[config.mk]
export PLATFORM = sky130hd
export DESIGN_NAME = pipelined_cla_addsub
export DESIGN_NICKNAME = d
export VERILOG_FILES = /design/src/rtl/pipelined_cla_addsub.sv
export SDC_FILE = /design/constraint.sdc
export NUM_CORES = 1
export LEC_CHECK = 0
export CAP_MARGIN = 25
export CORE_ASPECT_RATIO = 1.4
export CORE_MARGIN = 1.5
export CORE_UTILIZATION = 39
export CTS_CLUSTER_DIAMETER = 200
export DETAILED_ROUTE_END_ITERATION = 8
export HOLD_SLACK_MARGIN = 0.02
export PLACE_DENSITY = 0.67
export SYNTH_ARGS = -nofsm -noshare
export SYNTH_HDL_FRONTEND = slang
export SYNTH_SLANG_ARGS = --single-unit
[constraint.sdc]
create_clock -name clk -period 4.4 [get_ports clk]
set_clock_uncertainty 0.15 [all_clocks]
set_input_delay 0.88 -clock clk [delete_from_list [all_inputs] [get_ports clk]]
set_output_delay 0.88 -clock clk [all_outputs]
set_load 0.03 [all_outputs]
[src/rtl/pipelined_cla_addsub.sv]
// pipelined_cla_addsub
//   Parametrised, pipelined carry-lookahead adder/subtractor. Each of the
//   STAGES pipeline segments adds SEG = WIDTH/STAGES bits using chained
//   BLOCK-bit lookahead groups. The carry between segments is registered.
//   Results already produced are forwarded unchanged, and operand bits not
//   yet consumed are forwarded to later segments. Flow control is a global
//   stall.
//
// Ports:
//   clk        rising-edge clock
//   rst_n      synchronous active-low reset
//   in_valid   operand set present
//   in_ready   block accepts operands this cycle
//   X, Y       operands A and B
//   C_in       carry in (add mode only)
//   sub        0 = X+Y+C_in, 1 = X-Y
//   out_valid  result present
//   out_ready  consumer accepts result this cycle
//   Z          sum/difference
//   C_out      carry out of MSB (sub mode: 1 = no borrow)
//   overflow   two's-complement signed overflow
//   zero       Z == 0 (low while out_valid = 0)
module pipelined_cla_addsub #(
    parameter int unsigned WIDTH  = 32,
    parameter int unsigned BLOCK  = 4,
    parameter int unsigned STAGES = 2
) (
    input  logic             clk,
    input  logic             rst_n,
    input  logic             in_valid,
    output logic             in_ready,
    input  logic [WIDTH-1:0] X,
    input  logic [WIDTH-1:0] Y,
    input  logic             C_in,
    input  logic             sub,
    output logic             out_valid,
    input  logic             out_ready,
    output logic [WIDTH-1:0] Z,
    output logic             C_out,
    output logic             overflow,
    output logic             zero
);

    localparam int unsigned SEG    = WIDTH / STAGES;
    localparam int unsigned GROUPS = SEG / BLOCK;

    // One segment: lookahead inside each group, ripple between groups.
    // Returns {carry into segment MSB, carry out, sum}.
    function automatic logic [SEG+1:0] seg_add(
        input logic [SEG-1:0] a,
        input logic [SEG-1:0] b,
        input logic           cin
    );
        logic [SEG-1:0] g;
        logic [SEG-1:0] p;
        logic [SEG:0]   c;
        logic           cc;
        logic           pp;
        int unsigned    base;
        int unsigned    j;
        g    = a & b;
        p    = a ^ b;
        c    = '0;
        c[0] = cin;
        for (int unsigned grp = 0; grp < GROUPS; grp++) begin
            base = grp * BLOCK;
            for (int unsigned i = 0; i < BLOCK; i++) begin
                // Expanded generate/propagate terms referenced only to the
                // group carry-in, so no carry ripples inside a group.
                cc = 1'b0;
                pp = 1'b1;
                for (int unsigned m = 0; m <= i; m++) begin
                    j  = base + i - m;
                    cc = cc | (pp & g[j]);
                    pp = pp & p[j];
                end
                c[base+i+1] = cc | (pp & c[base]);
            end
        end
        return {c[SEG-1], c[SEG], p ^ c[SEG-1:0]};
    endfunction

    logic [WIDTH-1:0] a_q [STAGES];
    logic [WIDTH-1:0] b_q [STAGES];
    logic [WIDTH-1:0] z_q [STAGES];
    logic             c_q [STAGES];
    logic             v_q [STAGES];
    logic             ovf_q;

    logic [WIDTH-1:0] a_d [STAGES];
    logic [WIDTH-1:0] b_d [STAGES];
    logic [WIDTH-1:0] z_d [STAGES];
    logic             c_d [STAGES];
    logic             ovf_d;

    logic [WIDTH-1:0] eff_y;
    logic             eff_cin;
    logic [SEG+1:0]   r;
    logic             adv;

    assign out_valid = v_q[STAGES-1];
    assign adv       = ~out_valid | out_ready;
    assign in_ready  = adv & rst_n;
    assign Z         = z_q[STAGES-1];
    assign C_out     = c_q[STAGES-1];
    assign overflow  = ovf_q;
    assign zero      = out_valid & (Z == '0);

    always_comb begin
        // Subtraction is folded into the operands once, at stage 0 capture.
        eff_y   = sub ? ~Y : Y;
        eff_cin = sub | C_in;

        r        = seg_add(X[SEG-1:0], eff_y[SEG-1:0], eff_cin);
        a_d[0]   = X;
        b_d[0]   = eff_y;
        z_d[0]   = '0;
        z_d[0][SEG-1:0] = r[SEG-1:0];
        c_d[0]   = r[SEG];
        ovf_d    = r[SEG+1] ^ r[SEG];

        for (int unsigned k = 1; k < STAGES; k++) begin
            r      = seg_add(a_q[k-1][k*SEG +: SEG], b_q[k-1][k*SEG +: SEG], c_q[k-1]);
            a_d[k] = a_q[k-1];
            b_d[k] = b_q[k-1];
            z_d[k] = z_q[k-1];
            z_d[k][k*SEG +: SEG] = r[SEG-1:0];
            c_d[k] = r[SEG];
            // The last iteration leaves the final segment's overflow here.
            ovf_d  = r[SEG+1] ^ r[SEG];
        end
    end

    always_ff @(posedge clk) begin
        if (!rst_n) begin
            for (int unsigned k = 0; k < STAGES; k++) begin
                a_q[k] <= '0;
                b_q[k] <= '0;
                z_q[k] <= '0;
                c_q[k] <= 1'b0;
                v_q[k] <= 1'b0;
            end
            ovf_q <= 1'b0;
        end else if (adv) begin
            for (int unsigned k = 0; k < STAGES; k++) begin
                a_q[k] <= a_d[k];
                b_q[k] <= b_d[k];
                z_q[k] <= z_d[k];
                c_q[k] <= c_d[k];
            end
            v_q[0] <= in_valid;
            for (int unsigned k = 1; k < STAGES; k++) begin
                v_q[k] <= v_q[k-1];
            end
            ovf_q <= ovf_d;
        end
    end

endmodule

==> out/metrics.cfg, run 1 <==
[outcome]
outcome=finished clean

[floorplanning]
num_io_pins=107
die_h_um=133
die-area_um2=12800
die_w_um=95.9
row_count=47
initial_utilization_pct=39.9
core_region_area_um2=11800

[route]
wire_per_inst_um=15.6
vias=3295
drtAntennaViolNets=0
vias_per_cell=5.09
first_pass_iters=4
drt_iter0_markers=110
wl_um=10100
drc=0

[sta]
fin_tns_setup_ns=0
rsz0062_at_grt=no
slew_headroom_pct=61.9
hold_violations=0
finalSetupViolations=0
min_period_ns=3.47
slew_violations=0
period_share_pct=78.9
fmax_mhz=288
worst_slew_pin_slew_ns=0.566

[clock_tree]
cts_tree=yes
root_buffer=clkbuf_16
htreeDepth=3
clockBufferDepth=2
cts_resized=0
numCtsBuffers=9
clkTransAtPathRegs_ns=0.05
cts_setup_buffers=0
clock_latency_ns=0.33
cts_sinks=85
ctsHoldBuffers=0

[worst_setup_path]
cp.required_ns=4.31
path_delay_family=compound AO/OA/AOI/OAI gates
crit_top_cell=xor2_1
startpoint_type=input pin
crit_type=in -> reg
end_kind=register
slowest_stage=fa_1
critPathMaxFanout=4
crit_buf_inv=1
crit_chain=clkdlybuf4s50_1 -> xor2_1 -> ha_1 -> o211ai_2 -> a21boi_1 -> o31ai_2 -> a21oi_1 -> a31oi_1 -> fa_1 -> xor2_1 -> nor2_1
cp.arrival_ns=3.39
cp_slowest_stage_delay_ns=0.42

[place]
place_hpwl_um=7520
portBuffers=106
place_congestion=0.857
placed_area_um2=5930

[cells_and_area]
stdcell_area_um2=6200
antenna_cells=0
syn_to_final_growth_pct=31.4
final_layout_size_suffix_gt1_share_pct=5.40
fill_cells=1022
nets=605

[logic_synthesis]
synthArstFlopShare_pct=0
syn-cell-area_um2=4720
ys_seq_elements=85
ys_types=44
synthCells=389
syn_avg_cell_area_um2=12.1
ys_seq_area_share_pct=53.9
syn_nets=499
synthFlopType=edfxtp_1
synth-edff-count=84
yosysWarnings=0

[pwr]
p_leak_nw=2.67
ir_worst_vdd_mv=0.181
power_density_nw_per_um2=374

[grt]
grt_pass1_vias=3375
grt_max_degree=86
track_usage_pct=16.9
antenna_found_initial=0
overflow=0
grt_pass1_wl_um=16100

[hold_path]
hold_class=reg -> reg

[flow_run]
drv_cap=0

-- flip-flops by register name, indices dropped and copies added (netlist names) --
| register | count |
|---|---|
| a_q | 16 |
| b_q | 16 |
| overflow | 1 |
| z_q | 48 |
| v_q | 2 |
| c_q | 2 |
-- per-stage QoR --
step / power (mW) / utilization, % / hold slack [ns] / cells / setup slack, ns
final: 2.32 / 52.5 / 0.397 / 647 / 0.929
after global routing: 2.43 / 52.5 / 0.414 / 647 / 0.690
after CTS: 2.34 / 52.3 / 0.396 / 646 / 0.900
after detailed placement: 1.68 / 50.1 / 0.385 / 630 / 0.575
after global placement: 1.66 / 50.1 / 0.377 / 630 / 0.652
after floorplan: 1.44 / - / 0.378 / 389 / 0.220
-- cell usage in the layout, fill, tap and decap left out, drive strengths merged, types with 3 or more instances in the layout --
cell type / n
edfxtp: 84
clkbuf: 13
o21a: 3
xor2: 22
xnor2: 25
nor2: 44
a21o: 10
nand2: 8
nand3: 3
buf: 8
a21oi: 11
and3: 38
nor3: 11
a211oi: 4
ha: 32
nor3b: 5
clkinv: 3
o21ai: 8
nor4: 8
clkdlybuf4s50: 104
inv: 17
fa: 8
o21bai: 3
or3: 6
-- final cells by class --
type / count / area (um2) / area share, %
sequential: 85 / 2540 / 41.0
multi-input combinational: 270 / 2050 / 33.0
timing repair buffer: 112 / 1110 / 17.9
clock buffer: 13 / 240 / 3.87
tap: 147 / 184 / 2.97
inverter: 17 / 63.8 / 1.03
clock inverter: 3 / 12.5 / 0.202
-- routing by layer --
| metal | share of wire (%) | wire length, um | global-route usage [%] |
|---|---|---|---|
| met1 | 41 | 4120 | 18.8 |
| met2 | 52 | 5280 | 30.3 |
| met3 | 4.6 | 462 | 4.11 |
| met4 | 2.4 | 240 | 6.21 |
| met5 | 0 | 0 | 0 |
-- path summary, 6_finish.rpt --
| check | startpoint | cells past startpoint | slack (ns) | to |
|---|---|---|---|---|
| hold / removal | z_q[0][7] | 1 | 0.40 | z_q[0][39] |
| setup / recovery | Y[1] | 11 | 0.93 | z_q[0][13] |
| hold reg to reg | z_q[0][7] | 1 | 0.40 | z_q[0][39] |
| setup reg to reg | a_q[0][16] | 10 | 1.12 | z_q[0][61] |
-- Yosys cell counts (4+ instances only) --
library cell,n,share of area [%]
edfxtp_1,84,53
o21ai_1,4,0.42
buf_1,5,0.40
inv_1,17,1.4
and3_1,38,5.0
xor2_1,22,4.1
nor3_1,10,1.1
o21ai_0,4,0.42
xnor2_1,25,4.6
nand2_1,8,0.64
nor4_1,8,1.1
nor2_1,44,3.5
fa_1,8,3.4
a21oi_1,11,1.2
ha_1,32,8.5
clkbuf_1,11,0.88
or3_1,6,0.80
a21o_1,10,1.6
-- worst reg2reg max path: stages, from the launching register on --
cell	delay, ns
edfxtp_1	0.40
ha_1	0.34
a211oi_2	0.32
o21ai_1	0.19
a2111oi_2	0.45
nor2_1	0.13
a21o_1	0.22
a21o_1	0.19
fa_1	0.38
xnor2_1	0.20
nor2_1	0.05
-- report_power, final --
group	total [mW]	switching (mW)	internal (mW)
Sequential	1.06	0.0471	1.01
Clock	0.658	0.280	0.378
Combinational	0.601	0.318	0.283
-- logic make-up after synthesis --
| group | Yosys count | share of synthesized area, % |
|---|---|---|
| AO/OA/AOI/OAI | 50 | 7.59 |
| XOR/XNOR | 47 | 8.73 |
| adder cells (fa/ha/maj) | 40 | 11.9 |
| buffers and inverters | 34 | 2.73 |
| flip-flops | 85 | 53.9 |
| multiplexers | 1 | 0.212 |
| AND/OR/NAND/NOR | 132 | 15.0 |
Power figures use the tool's default switching activity.
==> run 2, diff against run 1 <==
--- a/config.mk
+++ b/config.mk
@@ -12,7 +12,7 @@
 export CTS_CLUSTER_DIAMETER = 200
 export DETAILED_ROUTE_END_ITERATION = 8
 export HOLD_SLACK_MARGIN = 0.02
-export PLACE_DENSITY = 0.67
+export PLACE_DENSITY = 0.65
 export SYNTH_ARGS = -nofsm -noshare
 export SYNTH_HDL_FRONTEND = slang
 export SYNTH_SLANG_ARGS = --single-unit
==> constraint.sdc (replaced) <==
create_clock -name clk -period 3.6 [get_ports clk]
set_clock_uncertainty 0.15 [all_clocks]
set_input_delay 0.72 -clock clk [delete_from_list [all_inputs] [get_ports clk]]
set_output_delay 0.72 -clock clk [all_outputs]
set_load 0.03 [all_outputs]
==> out/metrics.cfg, run 2 (synthesis results as in run 1) <==
[pwr]
power_density_nw_per_um2=463  ; was 374 nW/um2
p_leak_nw=2.69  ; was 2.67 nW
ir_worst_vdd_mv=0.294  ; was 0.181 mV
clockPowerShare_pct=29.7  ; was 28.4%
p_sw_share_pct=28.5  ; was 27.9%
power_switching_mw=0.822  ; was 0.645 mW
power_mw=2.89  ; was 2.32 mW
seqPwrFrac_pct=44.8  ; was 45.6%
comb_power_share_pct=25.5  ; was 25.9%
internal-power_mw=2.06  ; was 1.67 mW

[clock_tree]
cts_resized=0  ; unchanged
ctsHoldBuffers=0  ; unchanged
root_buffer=clkbuf_16  ; unchanged
numCtsBuffers=9  ; unchanged
clock_latency_ns=0.34  ; was 0.33 ns
cts_tree=yes  ; unchanged
htreeDepth=3  ; unchanged
clockBufferDepth=2  ; unchanged
clkTransAtPathRegs_ns=0.06  ; was 0.05 ns
cts_setup_buffers=0  ; unchanged
cts_sinks=85  ; unchanged

[worst_setup_path]
end_kind=primary output  ; was register
startpoint_type=register  ; was input pin
reg2regPathDepth=10  ; unchanged
crit_type=reg -> out  ; was in -> reg
r2r_setup_slack_ns=0.39  ; was 1.12 ns
cp.arrival_ns=2.44  ; was 3.39 ns
critPathMaxFanout=2  ; was 4
cp.required_ns=2.73  ; was 4.31 ns

[floorplanning]
die_w_um=95.9  ; unchanged
row_count=47  ; unchanged
die-area_um2=12800  ; unchanged
num_io_pins=107  ; unchanged
core_region_area_um2=11800  ; unchanged
initial_utilization_pct=39.9  ; unchanged
die_h_um=133  ; unchanged

[route]
first_pass_iters=4  ; unchanged
drt_iter0_markers=153  ; was 110
drtAntennaViolNets=0  ; unchanged
vias_per_cell=5.14  ; was 5.09
wl_met2_um=5250  ; was 5280 um
drc=0  ; unchanged
met3_length_um=456  ; was 462 um
vias=3336  ; was 3,295
wl_um=10300  ; was 10,100 um
wire_per_inst_um=15.9  ; was 15.6 um
wl_met1_um=4370  ; was 4120 um
top_layer=met4  ; unchanged

[outcome]
outcome=finished clean  ; unchanged

[sta]
timing.final.ws_setup_ns=0.292  ; was 0.929 ns
hold_slack_ns=0.391  ; was 0.397 ns
slew_violations=0  ; unchanged
period_share_pct=91.9
worst_slew_pin_slew_ns=0.665  ; was 0.566 ns
hold_violations=0  ; unchanged
min_period_ns=3.31
fmax_mhz=302
finalSetupViolations=0  ; unchanged
slew_headroom_pct=55.2  ; was 61.9%
rsz0062_at_grt=no  ; unchanged

[flow_run]
drv_cap=0  ; unchanged

[cells_and_area]
final_common_cell=clkdlybuf4s50_1  ; unchanged
fill_cells=1049  ; was 1,022
max_flop_register=z_q  ; unchanged
reg.largest.list=z_q x48, a_q x16, b_q x16  ; unchanged
nets=607  ; was 605
mostFrequentLayoutCells=104 x clkdlybuf4s50_1, 84 x edfxtp_1, 44 x nor2_1  ; unchanged
syn_to_final_growth_pct=32.3  ; was 31.4%
largest_reg_flops=48  ; unchanged
antenna_cells=0  ; unchanged
fin_util_pct=52.8  ; was 52.5%
final_layout_size_suffix_gt1_share_pct=6.97  ; was 5.40%

[grt]
overflow=0  ; unchanged
grt_pass1_vias=3386  ; was 3,375
grt_pass1_wl_um=16500  ; was 16,100 um
track_usage_pct=17.2  ; was 16.9%
antenna_found_initial=0  ; unchanged
grt_max_degree=86  ; unchanged

[place]
portBuffers=106  ; unchanged
preCtsSetupSlack_ns=-0.0315  ; was 0.575 ns
place_hpwl_um=7520  ; about the same
place_congestion=0.827  ; was 0.857

[hold_path]
hold_class=reg -> reg  ; unchanged
min_path_cells=2  ; was 1

==> run 2: cell count changes in the layout (fill, tap and decap cells not counted) <==
| cell | delta |
|---|---|
| buf_4 | +2 |
| clkinv_4 | +1 |
| clkbuf_1 | -4 |
| clkinv_1 | -2 |
| clkbuf_8 | +1 |
| clkinv_2 | +2 |
| clkinvlp_4 | +2 |
==> run 2: stage by stage <==
step                cell area (um2)  instances  setup TNS [ns]
floorplan                      4730        389          -25.48
global placement               5960        633               0
detailed placement             5960        633         -0.0315
CTS                            6240        649               0
global route                   6240        649               0
finish                         6240        649               0
==> run 2: power by group through the flow <==
stage	combinational (mW)	clock (mW)	sequential, mW
floorplan	0.353	0	1.40
global placement	0.725	0	1.31
detailed placement	0.739	0	1.31
CTS	0.743	0.866	1.29
global route	0.807	0.911	1.30
finish	0.735	0.857	1.29
==> run 2: final timing paths <==
path | startpoint | endpoint
worst min-delay path | overflow | overflow
worst min register to register | overflow | overflow
worst max register to register | a_q[0][16] | z_q[0][61]
worst max-delay path | z_q[0][35] | zero
==> run 2: cell type report <==
| class | instances | area, um2 | area share [%] |
|---|---|---|---|
| Sequential cell | 85 | 2540 | 40.7 |
| Multi-Input combinational cell | 270 | 2050 | 32.8 |
| Timing Repair Buffer | 114 | 1130 | 18.0 |
| Clock buffer | 10 | 239 | 3.83 |
| Tap cell | 147 | 184 | 2.95 |
| Inverter | 17 | 63.8 | 1.02 |
| Clock inverter | 6 | 38.8 | 0.622 |
==> run 2: per-layer routing <==
| layer | up-vias | track usage (%) |
|---|---|---|
| met5 | - | 0 |
| li1 | 1633 | - |
| met1 | 1589 | 21.5 |
| met4 | 0 | 7.11 |
| met3 | 14 | 3.25 |
| met2 | 100 | 28.8 |
==> run 2: worst max-delay path: stages, from the launching register on <==
cell	delay [ns]
edfxtp_1	0.43
nor4_1	0.62
nand4_1	0.16
nor3_1	0.20
clkdlybuf4s50_1	0.69
